$ cat config.mk
export PLATFORM = sky130hd
export DESIGN_NAME = sap_clock_sequencer
export DESIGN_NICKNAME = d
export VERILOG_FILES = /design/src/rtl/sap_clk_pkg.sv /design/src/rtl/sap_clock_sequencer_key_conditioner.sv /design/src/rtl/sap_clock_sequencer.sv
export SDC_FILE = /design/constraint.sdc
export NUM_CORES = 1
export LEC_CHECK = 0
export BUFFER_PORTS_ARGS = -buffer_cell sky130_fd_sc_hd__buf_4
export CAP_MARGIN = 20
export CORE_ASPECT_RATIO = 2
export CORE_MARGIN = 4
export CORE_UTILIZATION = 50
export CTS_CLUSTER_SIZE = 16
export DETAILED_ROUTE_END_ITERATION = 8
export PLACE_DENSITY = 0.72
export SYNTH_ARGS = -nofsm -noshare
export SYNTH_HDL_FRONTEND = slang
export SYNTH_SLANG_ARGS = --single-unit
$ cat constraint.sdc
create_clock -name clock_fpga -period 2.45 [get_ports clock_fpga]
set_input_delay 0.245 -clock clock_fpga [delete_from_list [all_inputs] [get_ports clock_fpga]]
set_output_delay 0.245 -clock clock_fpga [all_outputs]
set_load 0.02 [all_outputs]
$ cat src/rtl/sap_clk_pkg.sv
`default_nettype none
// +----------------------------------------------------------------------------+
// | sap_clk_pkg : shared state encoding and defaults for the SAP-1 sequencer   |
// | Rev 1.0                                                                    |
// +----------------------------------------------------------------------------+
package sap_clk_pkg;

  localparam int STATE_W         = 3;
  localparam int DEFAULT_DIV     = 50_000_000;
  localparam int DEFAULT_DEB_CYC = 500_000;

  typedef enum logic [STATE_W-1:0] {
    ST_PROG   = 3'd0,
    ST_AUTO   = 3'd1,
    ST_MANUAL = 3'd2,
    ST_HALT   = 3'd3
  } sap_state_e;

endpackage
`default_nettype wire

$ cat src/rtl/sap_clock_sequencer_key_conditioner.sv
`default_nettype none
// +----------------------------------------------------------------------------+
// | sap_clock_sequencer_key_conditioner : key0 synchroniser, optional debounce |
// | (SAP_DEBOUNCE_EN) and one-cycle rising-edge step request.   Rev 1.0        |
// +----------------------------------------------------------------------------+
module sap_clock_sequencer_key_conditioner
  import sap_clk_pkg::*;
#(
  parameter int DEB_CYC = DEFAULT_DEB_CYC
) (
  input  logic clock_fpga,
  input  logic reset,
  input  logic key0,
  output logic step_req
);

  logic sync1_q, sync1_d;
  logic sync2_q, sync2_d;
  logic prev_q,  prev_d;
  logic cond;

`ifdef SAP_DEBOUNCE_EN
  localparam int DEB_W = (DEB_CYC > 1) ? $clog2(DEB_CYC) : 1;
  localparam logic [DEB_W-1:0] DEB_LAST = DEB_W'(DEB_CYC - 1);

  logic [DEB_W-1:0] deb_cnt_q, deb_cnt_d;
  logic             cond_q,    cond_d;

  // Counter runs only while the synchronised level disagrees with the accepted one.
  always_comb begin
    deb_cnt_d = '0;
    cond_d    = cond_q;
    if (sync2_q != cond_q) begin
      if (deb_cnt_q == DEB_LAST) cond_d = sync2_q;
      else                       deb_cnt_d = deb_cnt_q + 1'b1;
    end
  end

  always_ff @(posedge clock_fpga) begin
    if (reset) begin
      deb_cnt_q <= '0;
      cond_q    <= 1'b0;
    end else begin
      deb_cnt_q <= deb_cnt_d;
      cond_q    <= cond_d;
    end
  end

  assign cond = cond_q;
`else
  logic unused_deb_cyc;
  assign unused_deb_cyc = (DEB_CYC != 0);
  assign cond           = sync2_q;
`endif

  always_comb begin
    sync1_d = key0;
    sync2_d = sync1_q;
    prev_d  = cond;
  end

  always_ff @(posedge clock_fpga) begin
    if (reset) begin
      sync1_q <= 1'b0;
      sync2_q <= 1'b0;
      prev_q  <= 1'b0;
    end else begin
      sync1_q <= sync1_d;
      sync2_q <= sync2_d;
      prev_q  <= prev_d;
    end
  end

  assign step_req = cond & ~prev_q;

endmodule
`default_nettype wire

$ cat src/rtl/sap_clock_sequencer.sv
`default_nettype none
// +----------------------------------------------------------------------------+
// | sap_clock_sequencer : SAP-1 clock-enable sequencer (auto/manual/halt/prog) |
// | Optional key debounce via SAP_DEBOUNCE_EN.                  Rev 1.0        |
// +----------------------------------------------------------------------------+
module sap_clock_sequencer
  import sap_clk_pkg::*;
#(
  parameter int DIV     = DEFAULT_DIV,
  parameter int DEB_CYC = DEFAULT_DEB_CYC,
  parameter int CNT_W   = 16
) (
  input  logic               clock_fpga,
  input  logic               reset,
  input  logic               prog_run,
  input  logic               selecao_manual_auto,
  input  logic               key0,
  input  logic               hlt_sig,
  output logic               clock_sap_en,
  output logic               clock_sap,
  output logic               halted,
  output logic [STATE_W-1:0] state_o,
  output logic [CNT_W-1:0]   tick_cnt
);

  localparam int DIV_W = (DIV > 1) ? $clog2(DIV) : 1;
  localparam logic [DIV_W-1:0] DIV_LAST = DIV_W'(DIV - 1);
  localparam logic [DIV_W-1:0] DIV_HALF = DIV_W'(DIV / 2);

  sap_state_e       state_q, state_d;
  logic [DIV_W-1:0] div_q,   div_d;
  logic [CNT_W-1:0] cnt_q,   cnt_d;
  logic             en_q,    en_d;
  logic             sap_q,   sap_d;
  logic             halt_q,  halt_d;
  logic             step_req;

  sap_clock_sequencer_key_conditioner #(
    .DEB_CYC (DEB_CYC)
  ) u_key (
    .clock_fpga (clock_fpga),
    .reset      (reset),
    .key0       (key0),
    .step_req   (step_req)
  );

  always_comb begin
    state_d = state_q;
    div_d   = div_q;
    cnt_d   = cnt_q;
    en_d    = 1'b0;
    sap_d   = 1'b0;
    if (!prog_run) begin
      state_d = ST_PROG;
      div_d   = '0;
      cnt_d   = '0;
    end else begin
      case (state_q)
        ST_PROG: begin
          state_d = selecao_manual_auto ? ST_AUTO : ST_MANUAL;
          div_d   = '0;
        end
        ST_AUTO: begin
          // Halt and mode change both suppress a coincident divider wrap.
          if (hlt_sig) begin
            state_d = ST_HALT;
          end else if (!selecao_manual_auto) begin
            state_d = ST_MANUAL;
            div_d   = '0;
          end else begin
            div_d = (div_q == DIV_LAST) ? '0 : div_q + 1'b1;
            en_d  = (div_q == DIV_LAST);
            sap_d = (div_q >= DIV_HALF);
          end
        end
        ST_MANUAL: begin
          if (hlt_sig) begin
            state_d = ST_HALT;
          end else if (selecao_manual_auto) begin
            state_d = ST_AUTO;
            div_d   = '0;
          end else begin
            en_d  = step_req;
            sap_d = step_req;
          end
        end
        default: state_d = ST_HALT;
      endcase
      if (en_d && (cnt_q != '1)) cnt_d = cnt_q + 1'b1;
    end
    halt_d = (state_d == ST_HALT);
  end

  always_ff @(posedge clock_fpga) begin
    if (reset) begin
      state_q <= ST_PROG;
      div_q   <= '0;
      cnt_q   <= '0;
      en_q    <= 1'b0;
      sap_q   <= 1'b0;
      halt_q  <= 1'b0;
    end else begin
      state_q <= state_d;
      div_q   <= div_d;
      cnt_q   <= cnt_d;
      en_q    <= en_d;
      sap_q   <= sap_d;
      halt_q  <= halt_d;
    end
  end

  assign clock_sap_en = en_q;
  assign clock_sap    = sap_q;
  assign halted       = halt_q;
  assign state_o      = state_q;
  assign tick_cnt     = cnt_q;

endmodule
`default_nettype wire
==> impl_metrics.ini <==
[timing]
worstMarginPinSlew_ns = 0.7869
period_minus_slack_ns = 2.387
report.final.hold_viol_count = 0
slew_violations = 0
period_share = 0.9741
max_freq_mhz = 419.0
rsz0062_at_grt = true
relSlewSlack = 0.4754
fin_skew_ns = 0.01362
timing.final.ws_setup_ns = 0.06341
setup_viol = 0

[floorplanning]
die-area_sq_mm = 0.006404
core-area_sq_mm = 0.004910
num_rows = 36
die_w_um = 58.62
io_pins = 28
fp.dieH_um = 109.2
start_util = 0.5219

[grt]
grt_pass1_vias = 2376
antenna_found_initial = 0
track_usage = 0.2223
grt_first_pass_wirelength_um = 11060
grt_overflow_total = 0
grt_max_degree = 24

[outcome]
status = completed

[place]
placed_cell_area_sq_mm = 0.002928
place.gp.congestion = 0.7885
place_inst = 393
dp_hpwl_um = 4830
dpl_worst_slack_ns = -0.07378
port_buffers = 27

[critical_path]
cp_slowest_stage_delay_ns = 0.53
endpoint_kind = flip-flop
cp.required_ns = 2.68
crit_chain = ha_4 -> or4bb_4 -> nor4_4 -> buf_6 -> a21oi_4 -> buf_6 -> nor4b_1 -> mux2i_1
critPathSlowestCell = or4bb_4
cp.arrival_ns = 2.62
rr_worst_depth = 8
start_kind = flip-flop
crit_type = flip-flop to flip-flop
critPathMostFrequentCell = buf_6
path_max_fanout = 5

[route]
vias = 2494
drc = 0
initialDrtViolationCount = 64
ant_nets = 0
avgViaCountPerCell = 6.158
dr.pass1.iters = 4
met3_length_um = 234
highest_layer = met4
route.final.wire_length_um = 6857
routed-wl-met2_um = 3950
met1Wirelength_um = 2399
wl_per_cell_um = 16.93

[clock_tree]
clk_path_buf_depth = 2
clk_pin_slew_ns = 0.10
cts_tree = done
cts_buffers = 5
clk_latency_ns = 0.31
clock-sinks = 51
cts_root_buf = clkbuf_8
htreeDepth = 2

[synth]
ys_async_sr_fraction = 0
synth_ff_type = dfxtp_1
yosysSeqAreaShare = 0.3984
yosysMostFrequentCell = dfxtp_1
ys_seq_elements = 51
syn_inst = 302
synthAdderAreaFrac = 0.01465
synthTopCellsByArea = dfxtp_1, a21oi_1, nor2_1, nand3_1, xnor2_1
synth.area.mux_share = 0.007813
synth_edf_count = 0
synth-compound-area-share = 0.1758
synthSimpleGateAreaFrac = 0.3115
yosysTopAreaCellShare = 0.3984
netlist_area_sq_mm = 0.002562
yosysWarnings = 0
syn_avg_cell_area_sq_um = 8.485
synthTopCellsByCount = dfxtp_1, nor2_1, a21oi_1
synth-xor-area-share = 0.06152
yosysTopAreaCell = dfxtp_1
yosysUniqueCellTypes = 53
synth_top_family_by_area = simple AND/OR/NAND/NOR gates
synthesis.nets = 311

[final_layout]
nets = 357
syn_to_final_growth_pct = 23.39
final_util = 0.6440
final_area_sq_mm = 0.003162
layout.cells.non_filler = 405
drive_gt1_frac = 0.2270
antenna_cells = 0

[pwr]
powerDensity_mw_per_mm2 = 473.5
sw_frac_of_total = 0.2237
power_frac_seq = 0.561
internal_power_mw = 1.162
power_frac_comb = 0.050
p_switching_uw = 334.9
peakVddDrop_mv = 0.6885
p_leak_nw = 1.028
clkPwrFrac = 0.388
power.total_mw = 1.497

[hold_path]
min-delay-path-class = input pin to flip-flop
whs_path_depth = 2

[run]
cap_violations = 0
## sequential cells by signal, indices dropped and copies added, names as in the netlist
register,flops
u_key.cond,1
div_q,26
clock_sap_en,1
u_key.sync1_q,1
state_o,3
halted,1
tick_cnt,16
u_key.prev_q,1
clock_sap,1
## cells by family (layout without fill, tap and decap cells)
group,after synthesis,after routing
adders and majority gates,3,3
other,1,1
xor gates and xnor gates,18,18
and+or+nand+nor,139,139
DFF,51,51
muxes,2,2
buffers and inverters,19,64
AOI/OAI and AO/OA,69,70
## metal layers
layer	track usage	vias to the layer above
met4	0.1070	0
met2	0.4192	73
met5	0	-
met3	0.02488	25
met1	0.2344	1189
li1	-	1207
## cells in the final DEF (no fill, tap or decap), types with 3 or more instances in the layout
cell type	instances
o21a_1	3
nor2_1	28
a21oi_2	3
nand3_1	18
nand2b_1	4
dfxtp_1	49
or4_1	8
xnor2_1	10
buf_4	45
inv_1	8
clkbuf_8	5
o211ai_1	3
nor2b_1	6
and3_1	6
or3_1	6
nand2_1	17
nand4_1	13
nor3_1	7
o31ai_1	9
and4_1	3
buf_6	3
a31oi_1	4
xor2_1	8
o21ai_0	9
a21oi_1	24
## per-stage QoR
| step | hold slack (ns) | setup TNS [ns] |
|---|---|---|
| global route | 0.1163 | -0.03669 |
| detailed placement | 0.4419 | -0.08455 |
| finish | 0.1078 | 0 |
| CTS | 0.1005 | 0 |
| floorplan | 0.3166 | 0 |
| global placement | 0.4411 | 0 |
## worst paths after layout
| check | endpoint | slack [ns] | start |
|---|---|---|---|
| worst min-delay path | u_key.cond | 0.11 | reset |
| worst max register to register | tick_cnt[9] | 0.06 | div_q[1] |
| worst min register to register | u_key.cond | 0.44 | u_key.sync1_q |
| worst max-delay path | tick_cnt[9] | 0.06 | div_q[1] |
## final cells by class
class	instances	area, sq um
Timing Repair Buffer	49	376.6
Fill cell	448	1748
Sequential cell	51	1023
Inverter	8	30.03
Multi-Input combinational cell	233	1554
Tap cell	57	71.32
Clock inverter	2	37.54
Clock buffer	5	68.82
## critical path: cells and delay by family (launching register included)
kind | cells | cell delay [ns]
compound gates | 1 | 0.07
fa+ha+maj | 1 | 0.13
buf+inv | 2 | 0.31
flops | 1 | 0.37
mux | 1 | 0.23
simple gates | 3 | 1.19
## power by group through the flow
| stage | registers (mW) | clock network, mW | logic (mW) |
|---|---|---|---|
| final | 0.841 | 0.581 | 0.0753 |
| after global routing | 0.842 | 0.619 | 0.0813 |
| after CTS | 0.840 | 0.595 | 0.0745 |
| after detailed placement | 0.859 | 0 | 0.0723 |
| after global placement | 0.859 | 0 | 0.0712 |
| after floorplan | 0.862 | 0 | 0.0390 |
## timing repair
| action | 4_1_cts | 5_1_grt |
|---|---|---|
| pin swaps | 2 | 7 |
| hold endpoints to repair | 0 | 0 |
| cloned | 1 | 2 |
| gates resized for setup | 8 | 12 |
| hold buffers | 0 | 0 |
| setup endpoints to repair | 6 | 12 |
| setup buffers | 2 | 0 |
Power figures use the tool's default switching activity.
